## config.mk

```make
export PLATFORM = sky130hd
export DESIGN_NAME = regfile_writeback_arbiter_flat
export DESIGN_NICKNAME = d
export VERILOG_FILES = /design/src/rtl/regfile_writeback_arbiter_if.sv /design/src/rtl/regfile_writeback_arbiter.sv /design/src/flat_wrapper.sv
export SDC_FILE = /design/constraint.sdc
export NUM_CORES = 1
export LEC_CHECK = 0
export CAP_MARGIN = 20
export CORE_ASPECT_RATIO = 1.2
export CORE_MARGIN = 1
export CORE_UTILIZATION = 42
export CTS_BUF_LIST = sky130_fd_sc_hd__clkbuf_8
export DETAILED_ROUTE_END_ITERATION = 10
export PLACE_DENSITY = 0.83
export SKIP_CTS_REPAIR_TIMING = 1
export SYNTH_ARGS = -nofsm -noshare
export SYNTH_HDL_FRONTEND = slang
export SYNTH_SLANG_ARGS = --single-unit
```

## constraint.sdc

```tcl
create_clock -name clock -period 3.15 [get_ports clock]
set_input_delay 0.63 -clock clock [delete_from_list [all_inputs] [get_ports clock]]
set_output_delay 0.63 -clock clock [all_outputs]
set_load 0.05 [all_outputs]
```

## src/rtl/regfile_writeback_arbiter_if.sv

```systemverilog
// Writeback bus between the functional-unit producers and the register file
// write port. The master side drives requests and observes grants/writes; the
// slave side is the arbiter.
interface regfile_writeback_arbiter_if #(
  parameter int NUM_SOURCES = 3,
  parameter int DATA_WIDTH  = 32,
  parameter int ADDR_WIDTH  = 5
);
  logic [NUM_SOURCES-1:0]            req_valid;
  logic [NUM_SOURCES-1:0]            req_ready;
  logic [NUM_SOURCES*ADDR_WIDTH-1:0] req_addr;
  logic [NUM_SOURCES*DATA_WIDTH-1:0] req_data;
  logic                              rf_write_enable;
  logic [ADDR_WIDTH-1:0]             rf_write_address;
  logic [DATA_WIDTH-1:0]             rf_write_data;

  modport master (
    output req_valid,
    output req_addr,
    output req_data,
    input  req_ready,
    input  rf_write_enable,
    input  rf_write_address,
    input  rf_write_data
  );

  modport slave (
    input  req_valid,
    input  req_addr,
    input  req_data,
    output req_ready,
    output rf_write_enable,
    output rf_write_address,
    output rf_write_data
  );
endinterface

```

## src/rtl/regfile_writeback_arbiter.sv

```systemverilog
// Round-robin arbiter sharing the single register-file write port among the
// writeback producers, with a registered write stage and a busy scoreboard of
// destination registers that still have a write in flight.
module regfile_writeback_arbiter #(
  parameter int NUM_SOURCES = 3,
  parameter int DATA_WIDTH  = 32,
  parameter int ADDR_WIDTH  = 5
) (
  input  logic                  clock,
  input  logic                  reset,
  regfile_writeback_arbiter_if.slave bus,
  input  logic                  reserve_valid,
  input  logic [ADDR_WIDTH-1:0] reserve_addr,
  input  logic [ADDR_WIDTH-1:0] rs1_address,
  input  logic [ADDR_WIDTH-1:0] rs2_address,
  output logic                  rs1_busy,
  output logic                  rs2_busy,
  output logic [31:0]           busy_mask,
  output logic                  overlap_error
);

  localparam int PTR_W = $clog2(NUM_SOURCES);

  // Round-robin pointer: the source searched first this cycle.
  logic [PTR_W-1:0] ptr_reg, ptr_next;

  // Per-source views of the packed request buses.
  logic [ADDR_WIDTH-1:0] src_addr [NUM_SOURCES];
  logic [DATA_WIDTH-1:0] src_data [NUM_SOURCES];

  // Requests seen by the arbiter; forced off while reset is held so no
  // grant leaks out during reset.
  logic [NUM_SOURCES-1:0] valid_eff;
  // Requests at or above the pointer; they win over wrapped-around ones.
  logic [NUM_SOURCES-1:0] hi_req;

  logic                  grant_found;
  logic [PTR_W-1:0]      grant_idx;
  logic [ADDR_WIDTH-1:0] grant_addr;
  logic [DATA_WIDTH-1:0] grant_data;

  // Registered write stage.
  logic                  wr_en_reg, wr_en_next;
  logic [ADDR_WIDTH-1:0] wr_addr_reg, wr_addr_next;
  logic [DATA_WIDTH-1:0] wr_data_reg, wr_data_next;

  // Scoreboard state.
  logic [31:0] busy_reg, busy_next;
  logic [31:0] reserve_hot, clear_hot;
  logic        overlap_reg, overlap_next;

  assign valid_eff = reset ? bus.req_valid : '0;

  generate
    for (genvar gi = 0; gi < NUM_SOURCES; gi++) begin : g_src
      assign src_addr[gi]      = bus.req_addr[gi*ADDR_WIDTH +: ADDR_WIDTH];
      assign src_data[gi]      = bus.req_data[gi*DATA_WIDTH +: DATA_WIDTH];
      assign hi_req[gi]        = valid_eff[gi] && (PTR_W'(gi) >= ptr_reg);
      assign bus.req_ready[gi] = grant_found && (grant_idx == PTR_W'(gi));
    end
  endgenerate

  // Rotating priority: lowest requester at/after the pointer, otherwise the
  // lowest requester overall (the search has wrapped past the last source).
  always_comb begin
    grant_found = |valid_eff;
    grant_idx   = '0;
    for (int i = NUM_SOURCES - 1; i >= 0; i--) begin
      if (valid_eff[i]) begin
        grant_idx = PTR_W'(i);
      end
    end
    if (|hi_req) begin
      for (int i = NUM_SOURCES - 1; i >= 0; i--) begin
        if (hi_req[i]) begin
          grant_idx = PTR_W'(i);
        end
      end
    end
  end

  // Granted payload and the pointer update that follows the winner.
  always_comb begin
    grant_addr = src_addr[grant_idx];
    grant_data = src_data[grant_idx];
    ptr_next   = ptr_reg;
    if (grant_found) begin
      if (grant_idx == PTR_W'(NUM_SOURCES - 1)) begin
        ptr_next = '0;
      end else begin
        ptr_next = grant_idx + 1'b1;
      end
    end
  end

  // Write stage: load on a grant, x0 writes are consumed but never enabled;
  // without a grant the enable drops and address/data hold.
  always_comb begin
    wr_en_next   = 1'b0;
    wr_addr_next = wr_addr_reg;
    wr_data_next = wr_data_reg;
    if (grant_found) begin
      wr_en_next   = (grant_addr != '0);
      wr_addr_next = grant_addr;
      wr_data_next = grant_data;
    end
  end

  // Scoreboard: a reservation sets, a grant clears; a same-cycle reservation
  // of the granted register wins because a new producer is now in flight.
  always_comb begin
    reserve_hot  = reserve_valid ? (32'd1 << reserve_addr) : 32'd0;
    clear_hot    = grant_found ? (32'd1 << grant_addr) : 32'd0;
    busy_next    = ((busy_reg & ~clear_hot) | reserve_hot) & ~32'd1;
    overlap_next = overlap_reg;
    if (reserve_valid && (reserve_addr != '0) && busy_reg[reserve_addr] &&
        !(grant_found && (grant_addr == reserve_addr))) begin
      overlap_next = 1'b1;
    end
  end

  // Pointer and write-stage registers.
  always_ff @(posedge clock or negedge reset) begin
    if (!reset) begin
      ptr_reg     <= '0;
      wr_en_reg   <= 1'b0;
      wr_addr_reg <= '0;
      wr_data_reg <= '0;
    end else begin
      ptr_reg     <= ptr_next;
      wr_en_reg   <= wr_en_next;
      wr_addr_reg <= wr_addr_next;
      wr_data_reg <= wr_data_next;
    end
  end

  // Scoreboard registers; the overlap flag is sticky until reset.
  always_ff @(posedge clock or negedge reset) begin
    if (!reset) begin
      busy_reg    <= '0;
      overlap_reg <= 1'b0;
    end else begin
      busy_reg    <= busy_next;
      overlap_reg <= overlap_next;
    end
  end

  assign bus.rf_write_enable  = wr_en_reg;
  assign bus.rf_write_address = wr_addr_reg;
  assign bus.rf_write_data    = wr_data_reg;

  assign busy_mask     = busy_reg;
  assign overlap_error = overlap_reg;
  // Registered state only: a grant in this cycle is not bypassed.
  assign rs1_busy      = busy_reg[rs1_address];
  assign rs2_busy      = busy_reg[rs2_address];

endmodule

```

## src/flat_wrapper.sv

```systemverilog
// flat-port wrapper written by rule: the top's interface ports become plain ports
module regfile_writeback_arbiter_flat 
#(
  parameter int NUM_SOURCES = 3,
  parameter int DATA_WIDTH  = 32,
  parameter int ADDR_WIDTH  = 5
)
  (clock, reset, reserve_valid, reserve_addr, rs1_address, rs2_address, rs1_busy, rs2_busy, busy_mask, overlap_error, bus_req_valid, bus_req_addr, bus_req_data, bus_req_ready, bus_rf_write_enable, bus_rf_write_address, bus_rf_write_data);
  regfile_writeback_arbiter_if #(.NUM_SOURCES(NUM_SOURCES), .DATA_WIDTH(DATA_WIDTH), .ADDR_WIDTH(ADDR_WIDTH)) bus_i ();
  input  logic clock;
  input  logic reset;
  input  logic reserve_valid;
  input  logic [ADDR_WIDTH-1:0] reserve_addr;
  input  logic [ADDR_WIDTH-1:0] rs1_address;
  input  logic [ADDR_WIDTH-1:0] rs2_address;
  output logic rs1_busy;
  output logic rs2_busy;
  output logic [31:0] busy_mask;
  output logic overlap_error;
  input wire logic [$bits(bus_i.req_valid)-1:0] bus_req_valid;
  input wire logic [$bits(bus_i.req_addr)-1:0] bus_req_addr;
  input wire logic [$bits(bus_i.req_data)-1:0] bus_req_data;
  output wire logic [$bits(bus_i.req_ready)-1:0] bus_req_ready;
  output wire logic [$bits(bus_i.rf_write_enable)-1:0] bus_rf_write_enable;
  output wire logic [$bits(bus_i.rf_write_address)-1:0] bus_rf_write_address;
  output wire logic [$bits(bus_i.rf_write_data)-1:0] bus_rf_write_data;
  assign bus_i.req_valid = bus_req_valid;
  assign bus_i.req_addr = bus_req_addr;
  assign bus_i.req_data = bus_req_data;
  assign bus_req_ready = bus_i.req_ready;
  assign bus_rf_write_enable = bus_i.rf_write_enable;
  assign bus_rf_write_address = bus_i.rf_write_address;
  assign bus_rf_write_data = bus_i.rf_write_data;
  regfile_writeback_arbiter #(.NUM_SOURCES(NUM_SOURCES), .DATA_WIDTH(DATA_WIDTH), .ADDR_WIDTH(ADDR_WIDTH)) u_core (.clock(clock), .reset(reset), .bus(bus_i), .reserve_valid(reserve_valid), .reserve_addr(reserve_addr), .rs1_address(rs1_address), .rs2_address(rs2_address), .rs1_busy(rs1_busy), .rs2_busy(rs2_busy), .busy_mask(busy_mask), .overlap_error(overlap_error));
endmodule
```

== After elaboration in Yosys (flattened, before gate mapping) ==
Cells that the tools add are included.

* Logic and storage cells: 63
* Input port bits: 132
* Output and inout bits: 76
* Flip-flop bits (word level): 72

* Muxes and demuxes: 24
* $add $sub $neg: 1
* Reduce and logical (&&, ||, !) cells: 16
* Magnitude comparators: 7
* Shifts and indexed selects: 2
* Bitwise operators: 4
* Eq/ne operators: 3

{| class="wikitable"
|+ Operator list
! cell !! number
|-
| $mux 32 || 4
|-
| $bmux 32 s2 || 1
|-
| $shl 1x5->32 const A || 2
|-
| $and 32x32->32 || 1
|-
| $not 32->32 || 1
|-
| $or 32x32->32 || 1
|-
| $lt 5x6->1 const B || 3
|-
| $mux 2 || 8
|-
| $bmux 1 s5 || 3
|-
| $bmux 5 s2 || 1
|-
| $logic_and 1x1->1 || 10
|-
| $mux 5 || 2
|-
| $reduce_bool 5->1 || 2
|-
| $reduce_or 3->1 || 2
|-
| $eq 5x5->1 || 1
|-
| $ge 1x2->1 const A || 2
|-
| $mux 1 || 4
|-
| $ge 3x3->1 const B || 1
|-
| $mux 3 || 1
|-
| $not 2->3 || 1
|-
| $add 2x1->2 const B || 1
|-
| $eq 2x1->1 const B || 1
|-
| $eq 2x2->1 const B || 1
|-
| $ge 2x2->1 const A || 1
|-
| other kinds (2) || 2
|}

== Longest topological paths before layout ==
Gate-level depths: netlist of the first run.

* Depth in word-level cells: 17
* Gate-level depth with buffers: 8
* Mapped depth without buffers: 6

== Least setup slack after synthesis of the first run ==
Ideal clock, no wire load.

* Path type: in2out
* Start point: in rs1_address[0]
* End point: out rs1_busy
* Stages: 4
* Setup slack: 85 ps
* Arrival: 2,435 ps
* Data required time: 2,520 ps
* Buffers on the path: 1
* Path through: clkbuf_1 mux4_2 mux4_2 mux2_2

* Cells in the longest elaborated chain, start to end: 2

{| class="wikitable"
|+ Ends and longest elaborated chain
! element !! line !! RTL
|-
| from (decl) || flat_wrapper.sv:14 || <nowiki>input logic [ADDR_WIDTH-1:0] rs1_address;</nowiki>
|-
| $bmux 1 s5 || regfile_writeback_arbiter.sv:155 || <nowiki>assign rs1_busy = busy_reg[rs1_address];</nowiki>
|-
| $mux 1 (implied by the code) || regfile_writeback_arbiter.sv:155 ||
|-
| to (decl) || flat_wrapper.sv:16 || <nowiki>output logic rs1_busy;</nowiki>
|}

No other way between the ends. The select of a mux whose other input is x is not followed.

== Worst setup path in the final report of the first run ==
* Start point: in rs1_address[1]
* End point: out rs1_busy

Same word-level chain as after synthesis.

==> results of run 1 <==
==> metal layers <==
| layer | wire length [um] | track usage (%) | vias up |
|---|---|---|---|
| li1 | - | - | 2028 |
| met1 | 5160 | 30.9 | 2179 |
| met2 | 7990 | 52.2 | 284 |
| met3 | 1200 | 5.71 | 55 |
| met4 | 481 | 12.9 | 0 |
| met5 | 0 | 0 | - |
==> critical path, cell delays in order <==
cell,delay (ns)
clkdlybuf4s50_1,0.49
mux2_2,0.34
nand2_1,0.07
o21ai_0,0.10
mux4_2,0.48
mux2_2,0.28
buf_6,0.15
==> report_power, final <==
group / switching, mW / internal [mW] / total, mW
clock network: 0.354 / 0.381 / 0.735
logic: 1.35 / 0.971 / 2.33
registers: 0.271 / 1.14 / 1.42
==> stage by stage <==
step / setup WS [ns] / util, %
after global placement: -0.187 / 66.6
after detailed placement: -0.225 / 66.6
after floorplan: 0.0854 / -
final: -0.0424 / 69.0
after global routing: -0.0849 / 69.0
after CTS: -0.227 / 68.6
==> synth_stat cells, drive strengths merged (2+ instances only) <==
cell type / number
a22o: 9
or2: 5
a221o: 9
a222oi: 6
o22ai: 2
o31ai: 3
mux2: 6
nand2: 52
inv: 6
o311ai: 10
nor3: 3
nor2: 20
a21o: 2
xor2: 4
nand3: 4
nand4: 3
a22oi: 19
or4b: 4
nand2b: 5
o2111ai: 6
o21a: 2
mux4: 25
dfrtp: 72
nor2b: 3
buf: 6
a31oi: 15
o21ai: 66
clkbuf: 26
and2: 2
==> layout make-up <==
type | instances | area, sq um
clock buffers | 10 | 138
clock inverters | 5 | 57.6
fillers | 773 | 3100
inverters | 6 | 22.5
multi-input cells | 297 | 2340
flip-flops and latches | 72 | 1800
well taps | 126 | 158
repair buffers | 240 | 2390
==> placed cells by master (no fill, tap or decap), types with 10 or more instances in the layout <==
| cell type | instances |
|---|---|
| a22oi_1 | 19 |
| o21ai_1 | 22 |
| a31oi_1 | 15 |
| clkdlybuf4s50_1 | 197 |
| o21ai_0 | 43 |
| dfrtp_1 | 72 |
| nor2_1 | 20 |
| nand2_1 | 52 |
| buf_4 | 32 |
| mux4_2 | 25 |
| clkbuf_8 | 10 |
==> worst paths after layout <==
kind	startpoint	to	slack (ns)	cells past startpoint
min in group asynchronous	reset	u_core.bus.rf_write_data[3]$_DFFE_PN0P_	0.56	2
worst min-delay path	u_core.bus.rf_write_address[3]$_DFFE_PN0P_	u_core.bus.rf_write_address[3]$_DFFE_PN0P_	0.49	2
worst min register to register	u_core.bus.rf_write_address[3]$_DFFE_PN0P_	u_core.bus.rf_write_address[3]$_DFFE_PN0P_	0.49	2
worst max-delay path	rs1_address[1]	rs1_busy	-0.04	7
max in group asynchronous	reset	u_core.bus.rf_write_data[6]$_DFFE_PN0P_	2.03	2
worst max register to register	u_core.ptr_reg[0]$_DFFE_PN0P_	u_core.busy_mask[9]$_DFF_PN0_	0.58	7
==> logic make-up (layout without fill, tap and decap cells) <==
logic type / after synthesis / count (layout)
buffers and inverters: 38 / 261
AOI/OAI and AO/OA: 155 / 155
muxes: 32 / 32
other: 1 / 1
DFF: 72 / 72
and+or+nand+nor: 104 / 104
xor gates and xnor gates: 5 / 5
==> results.yml, run 1 <==
outcome:
  status: "finished with violations"
  violations: "negative setup slack"
synthesis:
  synth-xor-area-share_pct: 1.02
  synth.ff_latch_count: 72
  yosys.area_share.adder_pct: 0
  synth_top_area_share_pct: 41.8
  ys.flop_type: "dfrtp_1"
  synth_top_area_cell: "dfrtp_1"
  muxShareOfSynthArea_pct: 14.9
  synth-edff-count: 0
  synth_compound_area_share_pct: 26.6
  yosys-top-cells-area: "dfrtp_1 42%, mux4_2 13%, o21ai_0 5.0%"
  async_reset_ff_share_pct: 100
  synth_top_family_by_area: "compound AO/OA/AOI/OAI gates"
  synth_fp_nets: 539
  yosys.area_share.simple_pct: 11.8
  ys_warn_count: 0
  yosysSeqAreaShare_pct: 41.8
  avgSynthCellArea_sq_um: 10.6
  netlist_instances: 407
  ys_types: 49
  syn-cell-area_sq_um: 4310
pwr:
  leakage_nw: 2.74
  vdd.ir_drop.worst_v: 0.000303
  power_density_nw_per_um2: 648
  total_power_mw: 4.48
job:
  maxCapViolCount: 0
clock_network:
  clockBufferDepth: 2
  htreeDepth: 3
  cts_tree: "done"
  cts_root_buffer: "clkbuf_8"
  clock_latency_ns: 0.36
  cts.clk_slew.worst_paths_ns: 0.07
  cts_sinks: 72
  numCtsBuffers: 9
critical_path:
  endpoint_kind: "primary output"
  critPathMaxFanout: 2
  critPathLaunchType: "input port"
  critPathArrivalTime_ns: 2.56
  path_class: "input port to primary output"
  critPathRequiredTime_ns: 2.52
cells_and_area:
  largest_reg_flops: 32
  area_growth_pct: 60.3
  drive_gt1_share_pct: 16.7
  final_cell_area_sq_um: 6910
  nNetsFinal: 758
  stdcell_count: 756
  diodes: 0
sta:
  slew_headroom_pct: 40.0
  fin_crit_sh_pct: 101
  finalWorstSetupSlack_ns: -0.0424
  period_needed_ns: 3.19
  final_hold_viol_count: 0
  rsz0062_at_grt: "yes"
  setup_viol: 1
  slew_viol_final: 0
  worstMarginPinSlew_ns: 0.900
  whs_ns: 0.485
  max_freq_ghz: 0.313
  fin_setup_tns_ns: -0.0424
  worst_clock_skew_ns: 0.00728
route:
  wl_per_cell_um: 19.6
  drt_wl_total_um: 14800
  drtIter0Drc: 260
  vias: 4546
  drc_errors: 0
  ant_nets: 0
  drt_first_pass_iters: 5
  vias_per_cell: 6.01
place:
  place_hpwl_um: 11200
  gp_congestion: 0.914
  portBuffers: 206
  place_area_sq_um: 6670
  dp.cells: 740
min_path:
  min-delay-path-class: "flop to flop"
die:
  ios: 208
  rows: 40
  start_util_pct: 43.1
  die_y_um: 113
  die_w_um: 94.5
  die_area_sq_um: 10700
  core_sq_um: 10000
grt:
  grt_pass1_wl_um: 23000
  grt_pass1_vias: 4669
  antenna_found_initial: 0
  grt_max_degree: 74
  gr-total-overflow: 0
  grt_use_total_pct: 28.4
(Power assumes the default switching activity.)
==> run 2, diff against run 1 <==
--- a/constraint.sdc
+++ b/constraint.sdc
@@ -3,2 +3,2 @@
 set_output_delay 0.63 -clock clock [all_outputs]
-set_load 0.05 [all_outputs]
+set_load 0.01 [all_outputs]
==> run 2 against run 1 <==
  * The flow now finishes without violations
  * Hold slack better by 0.0016 ns
  * Flip-flop and latch count unchanged
  * Clock-buffer cell count down 1
  * Clock skew up 0.0061 ns
  * Combinational power down 31%
  * Die area unchanged
  * Power down 14%
  * Core utilization up 0.51 points
  * Largest power group unchanged
==> results.yml, run 2 (synthesis gave the netlist of run 1 again) <==
sta:
  rsz0062_at_grt: "no"
  slew_viol_final: 0
  setup_viol: 0
  worstMarginPinSlew_ns: 0.918
  fin_crit_sh_pct: 96.5
  slew_headroom_pct: 38.8
  final_hold_viol_count: 0
  max_freq_ghz: 0.329
  period_needed_ns: 3.04
  worst_clock_skew_ns: 0.0134
place:
  gp_congestion: 0.925
  place_area_sq_um: 6670
  place_hpwl_um: 11700
  portBuffers: 206
route:
  vias_per_cell: 6.11
  drt_first_pass_iters: 5
  wl_per_cell_um: 20.0
  vias: 4630
  drc_errors: 0
  drt_wl_total_um: 15200
  drtIter0Drc: 195
  ant_nets: 0
cells_and_area:
  drive_gt1_share_pct: 16.1
  final_cell_area_sq_um: 6960
  largest_reg_flops: 32
  nNetsFinal: 759
  area_growth_pct: 61.5
  final_cell_mix: "198 x clkdlybuf4s50_1, 72 x dfrtp_1, 52 x nand2_1"
  layout_commonest_cell: "clkdlybuf4s50_1"
  post-route-util_pct: 69.6
  diodes: 0
die:
  die_y_um: 113
  core_sq_um: 10000
  ios: 208
  die_w_um: 94.5
  start_util_pct: 43.1
  die_area_sq_um: 10700
  rows: 40
critical_path:
  endpoint_kind: "primary output"
  critPathLaunchType: "input port"
  critPathRequiredTime_ns: 2.52
  critPathArrivalTime_ns: 2.41
  critPathMaxFanout: 4
  path_class: "input port to primary output"
clock_network:
  htreeDepth: 3
  clock_latency_ns: 0.35
  cts_sinks: 72
  cts_root_buffer: "clkbuf_8"
  cts_tree: "done"
  numCtsBuffers: 9
  cts.clk_slew.worst_paths_ns: 0.08
  clockBufferDepth: 2
grt:
  grt_pass1_vias: 4655
  gr-total-overflow: 0
  grt_pass1_wl_um: 23300
  grt_max_degree: 74
  grt_use_total_pct: 28.7
  antenna_found_initial: 0
pwr:
  vdd.ir_drop.worst_v: 0.000272
  leakage_nw: 2.81
  power_density_nw_per_um2: 550
job:
  maxCapViolCount: 0
outcome:
  status: "completed"
min_path:
  min-delay-path-class: "flop to flop"
## run 2: cell types whose count changed in the layout (fill, tap and decap cells not counted), moves of 2 or more
cell / before / now
buf_4: 32 / 30
buf_6: 3 / 1
clkinvlp_4: 3 / 1
dlymetal6s2s_1: 3 / 7
## run 2: final cells by class
| cell class | count | area (sq um) |
|---|---|---|
| clock buffer | 9 | 124 |
| multi-input combinational | 297 | 2340 |
| fill | 748 | 3050 |
| inverter | 6 | 22.5 |
| clock inverter | 7 | 95.1 |
| timing repair buffer | 241 | 2420 |
| sequential | 72 | 1800 |
| tap | 126 | 158 |
## run 2: worst max-delay path, cell delays in order
cell	delay [ns]
dlymetal6s2s_1	0.19
clkbuf_16	0.19
mux4_2	0.49
mux4_2	0.46
mux2_2	0.27
dlymetal6s2s_1	0.17
## run 2: per-layer routing
layer	vias to the layer above	GRT usage [%]	routed length, um
li1	2025	-	-
met1	2205	31.5	5170
met2	330	51.7	8020
met3	70	4.17	1230
met4	0	16.7	755
met5	-	0	0
## run 2: through the flow
step	total power, mW	hold slack, ns	worst slack [ns]	setup TNS (ns)	cells
final	3.83	0.487	0.111	0	758
after global routing	4.01	0.526	0.0459	0	758
after detailed placement	3.02	0.471	-0.522	-1.32	740
after CTS	3.83	0.489	-0.520	-1.02	756
after global placement	2.95	0.461	-0.470	-1.42	739
after floorplan	2.09	0.334	0.185	0	407
## run 2: power breakdown
| part | total (mW) | switching (mW) | internal, mW |
|---|---|---|---|
| registers | 1.42 | 0.276 | 1.14 |
| clock network | 0.808 | 0.361 | 0.447 |
| logic | 1.60 | 0.635 | 0.969 |
## run 2: path summary, 6_finish.rpt
kind | start | end | slack, ns | cells after the start
worst min register to register | u_core.bus.rf_write_address[0]$_DFFE_PN0P_ | u_core.bus.rf_write_address[0]$_DFFE_PN0P_ | 0.49 | 2
worst max register to register | u_core.ptr_reg[0]$_DFFE_PN0P_ | u_core.busy_mask[31]$_DFF_PN0_ | 0.48 | 9
worst min-delay path | u_core.bus.rf_write_address[0]$_DFFE_PN0P_ | u_core.bus.rf_write_address[0]$_DFFE_PN0P_ | 0.49 | 2
worst max-delay path | rs2_address[0] | rs2_busy | 0.11 | 6
max in group asynchronous | reset | u_core.busy_mask[31]$_DFF_PN0_ | 2.00 | 2
min in group asynchronous | reset | u_core.bus.rf_write_data[22]$_DFFE_PN0P_ | 0.53 | 2
